File: src/rtl/cpu_clk_ctrl.sv
// Run/step/halt sequencer: divides Clk_xi into a Tick and turns selected Ticks
// into single-cycle CPU step enables (Cpu_En) based on run switch, step button and halt.
module cpu_clk_ctrl #(
  parameter int unsigned TICK_N = 500000,
  parameter int unsigned DB_CNT = 4
) (
  input  logic        Clk_xi,
  input  logic        Rst_xi,
  input  logic        Run_Sw,
  input  logic        Step_Btn,
  input  logic        Halt_Req,
  output logic        Tick,
  output logic        Cpu_En,
  output logic [1:0]  Mode,
  output logic        Halted,
  output logic [15:0] Step_Cnt
);

  localparam int DB_W = $clog2(DB_CNT + 1);
  localparam logic [31:0]     DIV_LAST = 32'(TICK_N - 1);
  localparam logic [DB_W-1:0] DB_LAST  = DB_W'(DB_CNT - 1);

  typedef enum logic [1:0] {
    ST_HALT = 2'b00,
    ST_RUN  = 2'b01,
    ST_STEP = 2'b10
  } state_t;

  state_t          state;
  state_t          state_nxt;
  logic [31:0]     div_cnt;
  logic            run_s1;
  logic            run_s;
  logic            btn_s1;
  logic            btn_s;
  logic            db_lvl;
  logic [DB_W-1:0] db_cnt;
  logic            step_p;
  logic            run_ok;
  logic            cpu_en_nxt;

  assign Mode = state;

  always_ff @(posedge Clk_xi) begin
    if (Rst_xi) begin
      div_cnt <= '0;
      Tick    <= 1'b0;
    end else begin
      Tick    <= (div_cnt == DIV_LAST);
      div_cnt <= (div_cnt == DIV_LAST) ? '0 : div_cnt + 32'd1;
    end
  end

  always_ff @(posedge Clk_xi) begin
    if (Rst_xi) begin
      run_s1 <= 1'b0;
      run_s  <= 1'b0;
      btn_s1 <= 1'b0;
      btn_s  <= 1'b0;
    end else begin
      run_s1 <= Run_Sw;
      run_s  <= run_s1;
      btn_s1 <= Step_Btn;
      btn_s  <= btn_s1;
    end
  end

  // Button must disagree with the accepted level for DB_CNT consecutive Ticks;
  // step_p fires only on an accepted press (0->1), one cycle after acceptance.
  always_ff @(posedge Clk_xi) begin
    if (Rst_xi) begin
      db_lvl <= 1'b0;
      db_cnt <= '0;
      step_p <= 1'b0;
    end else begin
      step_p <= 1'b0;
      if (Tick) begin
        if (btn_s == db_lvl) begin
          db_cnt <= '0;
        end else if (db_cnt == DB_LAST) begin
          db_lvl <= btn_s;
          db_cnt <= '0;
          step_p <= btn_s;
        end else begin
          db_cnt <= db_cnt + DB_W'(1);
        end
      end
    end
  end

  // Halt sticks while the run switch stays on, so RUN needs an off/on cycle.
  always_ff @(posedge Clk_xi) begin
    if (Rst_xi) begin
      Halted <= 1'b0;
    end else if (Halt_Req) begin
      Halted <= 1'b1;
    end else if (!run_s) begin
      Halted <= 1'b0;
    end
  end

  assign run_ok = run_s && !Halted && !Halt_Req;

  always_comb begin
    state_nxt  = state;
    cpu_en_nxt = 1'b0;
    case (state)
      ST_HALT: begin
        if (run_ok) begin
          state_nxt = ST_RUN;
        end else if (step_p) begin
          state_nxt = ST_STEP;
        end
      end
      ST_RUN: begin
        cpu_en_nxt = Tick && !Halt_Req && run_s;
        if (!run_s || Halt_Req) begin
          state_nxt = ST_HALT;
        end
      end
      ST_STEP: begin
        cpu_en_nxt = 1'b1;
        state_nxt  = ST_HALT;
      end
      default: state_nxt = ST_HALT;
    endcase
  end

  always_ff @(posedge Clk_xi) begin
    if (Rst_xi) begin
      state    <= ST_HALT;
      Cpu_En   <= 1'b0;
      Step_Cnt <= '0;
    end else begin
      state  <= state_nxt;
      Cpu_En <= cpu_en_nxt;
      if (Cpu_En) begin
        Step_Cnt <= Step_Cnt + 16'd1;
      end
    end
  end

endmodule

File: config.mk
export PLATFORM = sky130hd
export DESIGN_NAME = cpu_clk_ctrl
export DESIGN_NICKNAME = d
export VERILOG_FILES = /design/src/rtl/cpu_clk_ctrl.sv
export SDC_FILE = /design/constraint.sdc
export NUM_CORES = 1
export LEC_CHECK = 0
export BUFFER_PORTS_ARGS = -buffer_cell sky130_fd_sc_hd__buf_2
export CORE_MARGIN = 3
export CORE_UTILIZATION = 30
export CTS_BUF_LIST = sky130_fd_sc_hd__clkbuf_8
export CTS_CLUSTER_DIAMETER = 80
export DETAILED_ROUTE_END_ITERATION = 7
export SYNTH_ARGS = -nofsm -noshare
export SYNTH_HDL_FRONTEND = slang
export SYNTH_SLANG_ARGS = --single-unit
File: constraint.sdc
create_clock -name Clk_xi -period 2.5 [get_ports Clk_xi]
set_clock_uncertainty 0.15 [all_clocks]
set_input_delay 0.125 -clock Clk_xi [delete_from_list [all_inputs] [get_ports Clk_xi]]
set_output_delay 0.125 -clock Clk_xi [all_outputs]
set_load 0.005 [all_outputs]
* After elaboration in Yosys (flattened, before gate mapping)
Cells that the tools add are included.
** Word-level totals
- Memories kept :: 0
- ROM bits :: 0
- Latch bits :: 0
- Input port bits :: 5
- RAM bits :: 0
- Bits in registers :: 62
- Logic and storage cells :: 49
** Cells by class
- Add/subtract/negate cells :: 3
- Equality and inequality tests :: 8
- Magnitude comparators :: 0
- $mul :: 0
- Multiplexer cells :: 9
- Bitwise logic cells :: 3
- Reductions and logical operators :: 13
- Divide/modulo/power cells :: 0
- Shifts and indexed selects :: 0
** Operators with widths (count)
- adder 32 x 1 -> 32 bit (second input constant) :: 1
- equality test 32 x 19 -> 1 bit (second input constant) :: 1
- adder 16 x 1 -> 16 bit (second input constant) :: 1
- two-way mux 2 bit :: 3
- two-way mux 3 bit :: 2
- logical AND 1 bit :: 4
- != test 2 bit (second input constant) :: 2
- one-hot mux 2 bit (2 select lines) :: 1
- OR reduction 4 bit :: 1
- adder 3 x 1 -> 3 bit (second input constant) :: 1
- equality test 3 x 2 -> 1 bit (second input constant) :: 1
- zero test 1 bit :: 3
- != test 3 bit (second input constant) :: 1
- NOT 1 bit :: 3
- AND reduction 3 bit :: 1
- equality test 2 x 1 -> 1 bit (second input constant) :: 1
- equality test 2 bit (second input constant) :: 1
- zero test 2 bit :: 1
- two-way mux 1 bit :: 2
- one-hot mux 1 bit (2 select lines) :: 1
- AND reduction 2 bit :: 1
- OR reduction 2 bit :: 1
- equality test 1 bit :: 1
- logical OR 1 bit :: 1

* Longest topological paths before layout
- Word-level depth :: 5
- Depth in mapped cells :: 6
- Mapped depth without buffers :: 6

* Worst setup path after synthesis
OpenSTA, ideal clock, no wires.
- Kind :: reg2reg
- Start point :: register div_cnt[0]
- End point :: register div_cnt[28]
- Buffers on the path :: 0
- Required time :: 2.283 ns
- Period minus slack after synthesis :: 2.045 ns
- Arrival :: 1.827 ns
- Stages on the path, launching flop included :: 6
- Slack :: 0.455 ns
- Path through :: dfxtp_1 -> ha_1 -> nand4_2 -> or4_4 -> or4_4 -> a21oi_2
** Between the ends
- Cells in the longest elaborated chain, start to end :: 2
- Elaborated cells on any way between the ends :: 3
- Those cells by class :: 1 x add/sub; 1 x eq/ne; 1 x reduce/logical
** Ends and longest elaborated chain
- start: declaration :: RTL line 31 : logic [31:0] div_cnt;
- start signal: assignment :: RTL line 50 : div_cnt <= (div_cnt == DIV_LAST) ? '0 : div_cnt + 32'd1;
- branches (longest 2 deep; another with adder 32 x 1 -> 32 bit)
Parallel ways; which one is timed is not known.
A chain may end at the register's enable or synchronous reset.

* Final worst setup path
Same ends and word-level chain as after synthesis.

==> results.md <==
Place:
- Buffers placed on the I/O ports in this run total 25.
- The worst slack at placement is approximately 320 ps.
- The total half-perimeter wirelength after legalization and detailed placement is about 4000 um.
- The congestion estimate from routability-driven global placement came to 0.803.
- After detailed placement, the design holds a cell count of about 440.

Global routing:
- The number of global-route vias before repair is 2,331.
- Entering global routing, the biggest net connects 32 pins.
- The first global-routing pass estimated approximately 10,000 um of wire.
- The initial antenna violation count is 0.
- The total routing resource utilization after global routing is between 10% and 20%.
- The total overflow reported by the global router is 0.

Synthesis:
- After synthesis the netlist holds a flip-flop and latch count of 62.
- Yosys printed 0 warnings.
- After technology mapping, the gate count stands at between 300 and 400.
- The sequential fraction of the synthesis area is ~44%.
- The average cell area after synthesis is 8.90 um^2.
- The combined area of all synthesized cells is roughly 0.0028 mm^2.
- The number of different library cells used by synthesis comes to 37.
- The net count after synthesis is between 300 and 400.

STA:
- The final cycle utilization of the critical path is 87.2%.
- The smallest setup slack after layout is 319 ps.
- The maximum achievable frequency is approximately 0.46 GHz.
- Setup repair after global routing left no endpoint under its margin.
- The count of pins over their slew limit was 0.
- The number of hold-slack violations in the final timing report came to 0.
- The post-route minimum period is roughly 2200 ps.
- Setup total negative slack on the finished layout was measured at 0 ps.
- The remaining max-slew budget at the tightest pin is about 64%.
- The number of setup violations in the final report is 0.
- On the final layout, the worst hold slack is between 90 and 100 ps.
- The slew at the pin closest to its max-slew limit is approximately 540 ps.

Clocking:
- The TritonCTS clock tree is done.
- The H-tree was split into 3 levels.
- For the worst-skew pair, the clock arrives at the later sink with an insertion delay of 340 ps.
- The maximum buffer depth of the clock tree is 2.
- In this run the clock root is driven by a sky130_fd_sc_hd__clkbuf_8.
- Clock-pin slew was measured on the worst setup and hold paths at about 70 ps.
- The number of clock buffers added by TritonCTS is 9.
- Post-CTS timing repair inserted 0 buffers for setup.
- The clock net sink count is 62.

Critical path:
- The cell type of the slowest stage on the worst timing path is sky130_fd_sc_hd__or4_4.
- At the worst endpoint, the arrival time is about 2300 ps.
- The worst setup path is captured at a register.
- The kind of critical path is reg2reg.
- The delay of the slowest cell on the worst path is just under 600 ps.
- In this run the worst setup path begins at div_cnt[0].
- The endpoint of the most critical setup path is div_cnt[28].
- The register-to-register setup slack is 320 ps.
- Of all nets on the critical path, the largest fanout is 4.
- The type of element launching the critical path is a register.
- The required time of the critical path is ~2600 ps.
- Traced cell by cell, the critical path runs through ha_1 -> nand4_2 -> or4_4 -> or4_4 -> a21oi_2.
- The startpoint of the lowest-slack register-to-register path is div_cnt[0].
- The end of the worst register-to-register path is div_cnt[28].
- The worst reg2reg path depth is 5.
- The most common cell type on the critical path is sky130_fd_sc_hd__or4_4.

Cells and area:
- After the flow finishes, the layout carries non-filler instances totaling 460.
- The total inserted antenna cells is 0.
- After the last flow step, the layout net total stands at 358.
- The share of post-route cells with drive strength above 1 is 15.6%.
- The area growth from synthesis to layout is 17.1%.

Outcome:
- The flow ran to the end, and the final reports show no timing, DRC or antenna violations.

Flow run:
- Max-cap violations in this run came to 0.

Pwr:
- Overall power consumption after layout is estimated at ~1.9 mW.
- In this run the static leakage power is around 1.2 nW.
- Power spread over the standard cell area amounts to about 600 mW/mm^2.
- The largest voltage drop on the vdd net is 0.000239 V.

Floorplan:
- The die covers between 0.01 and 0.015 mm^2.
- The total number of placement rows is 34.
- The overall die width is around 100 um.
- The core region area is just under 0.009 mm^2.
- The number of I/O pins is 26.
- The vertical die dimension is approximately 100 um.
- For this configuration, the core starts out at a cell density of 31.5%.

Route:
- The post-route antenna net violation count is 0.
- Before antenna repair, the detailed router went through 5 iterations.
- After detailed routing, the average wire length per cell comes to approximately 12 um.
- The via count of the routed design is approximately 2,500.
- The detailed router's first-iteration violation count is ~130.
- For this run, design rule violations remaining after detail routing come to 0.
- Wires add up to ~5700 um.
- Using the TritonRoute via totals, the vias-per-cell ratio works out to roughly 5.3.

Hold path:
- The tightest min-delay check is of the in2reg type.
- The startpoint identified for the worst hold timing path is Rst_xi.
-- state kept, by name, indices dropped and copies added, names as in the netlist --
name      cells
div_cnt      32
Step_Cnt     16
db_cnt        3
Mode          2
Cpu_En        1
Halted        1
Tick          1
btn_s         1
btn_s1        1
db_lvl        1
run_s         1
run_s1        1
step_p        1
-- stage by stage --
stage	cell area (um^2)	utilization (%)
after detailed placement	3060	34.3
after global routing	3290	36.9
final	3290	36.9
after global placement	3060	34.3
after floorplan	2810	-
after CTS	3290	36.9
-- routing by layer --
layer | wire (um) | GRT usage, % | share of wire (%)
met4 | 83 | 4.58 | 1.4
met1 | 2640 | 13.8 | 46
met2 | 2720 | 20.3 | 47
met3 | 288 | 3.92 | 5.0
met5 | 0 | 0 | 0
-- area by class of cell --
| cell class | instances | area, um^2 |
|---|---|---|
| fillers | 918 | 5640 |
| flip-flops and latches | 62 | 1240 |
| inverters | 8 | 30.0 |
| clock buffers | 10 | 138 |
| well taps | 108 | 135 |
| multi-input cells | 234 | 1500 |
| clock inverters | 6 | 62.6 |
| repair buffers | 32 | 185 |
-- cell usage in the layout (no fill, tap or decap), types with 10 or more instances in the layout --
cell	instances
sky130_fd_sc_hd__a21oi_1	27
sky130_fd_sc_hd__o31ai_1	12
sky130_fd_sc_hd__nand2_1	15
sky130_fd_sc_hd__nand3_1	16
sky130_fd_sc_hd__dfxtp_1	62
sky130_fd_sc_hd__clkbuf_8	10
sky130_fd_sc_hd__or4_1	11
sky130_fd_sc_hd__nand4_1	20
sky130_fd_sc_hd__xor2_1	17
sky130_fd_sc_hd__buf_2	25
sky130_fd_sc_hd__nor2_1	30
sky130_fd_sc_hd__o21ai_0	11
-- critical path: cells and delay by family (launching register included) --
kind            cells  cell delay [ps]
simple gates        3             1230
fa+ha+maj           1              260
flops               1              370
compound gates      1              130
-- timing repair --
item,in CTS,in global routing
hold endpoints to repair,3,0
hold buffers,3,0
resized for setup,0,0
-- cell usage after synthesis --
master	instances	area, um^2
sky130_fd_sc_hd__buf_1	1	3.75
sky130_fd_sc_hd__mux2i_1	2	20.0
sky130_fd_sc_hd__nand3b_1	1	7.51
sky130_fd_sc_hd__or3_1	9	56.3
sky130_fd_sc_hd__a21oi_1	27	135
sky130_fd_sc_hd__xor2_1	17	149
sky130_fd_sc_hd__nand4_1	20	125
sky130_fd_sc_hd__o21ai_0	11	55.1
sky130_fd_sc_hd__nor3_1	5	25.0
sky130_fd_sc_hd__mux2_2	1	11.3
sky130_fd_sc_hd__a31o_2	1	8.76
sky130_fd_sc_hd__and3_1	4	25.0
sky130_fd_sc_hd__buf_4	1	7.51
sky130_fd_sc_hd__dfxtp_1	62	1240
sky130_fd_sc_hd__buf_2	3	15.0
sky130_fd_sc_hd__nand2_1	15	56.3
sky130_fd_sc_hd__nor3b_1	1	7.51
sky130_fd_sc_hd__inv_1	8	30.0
sky130_fd_sc_hd__nand3_1	16	80.1
sky130_fd_sc_hd__and2_1	3	18.8
sky130_fd_sc_hd__and4_2	1	10.0
sky130_fd_sc_hd__nor2_1	30	113
sky130_fd_sc_hd__or3b_2	2	17.5
sky130_fd_sc_hd__nand4_2	2	25.0
sky130_fd_sc_hd__clkbuf_1	7	26.3
sky130_fd_sc_hd__o31ai_1	13	97.6
sky130_fd_sc_hd__or4_4	2	22.5
sky130_fd_sc_hd__nor2b_1	5	31.3
sky130_fd_sc_hd__nand2b_1	2	12.5
sky130_fd_sc_hd__and4_1	9	78.8
sky130_fd_sc_hd__nor4_1	6	37.5
sky130_fd_sc_hd__a21oi_2	1	8.76
sky130_fd_sc_hd__and3b_1	1	8.76
sky130_fd_sc_hd__ha_1	6	75.1
sky130_fd_sc_hd__nor4b_1	3	26.3
sky130_fd_sc_hd__xnor2_1	7	61.3
sky130_fd_sc_hd__or4_1	11	82.6
-- worst min-delay path by stage --
stage | to | slack (ps) | depth (start not counted)
final | Step_Cnt[0] | 100 | 2
after global routing | Step_Cnt[12] | 120 | 2
after CTS | Step_Cnt[4] | 100 | 2
after detailed placement | run_s1 | 190 | 2
after global placement | run_s1 | 190 | 2
after floorplan | Halted | 90 | 2
-- report_power, final --
part / total, mW / switching [mW] / internal, mW
Combinational: 0.0436 / 0.0258 / 0.0179
Clock: 0.876 / 0.393 / 0.483
Sequential: 1.00 / 0.00623 / 0.996
Total: 1.92 / 0.425 / 1.50
-- cell families after synthesis --
kind of cell	share of synthesized area [%]
buf+inv	2.94
mux	1.11
xor+xnor	7.47
fa+ha+maj	2.67
compound gates	10.9
flops	44.1
simple gates	30.8
No activity file was read; power rests on OpenSTA's default activity.
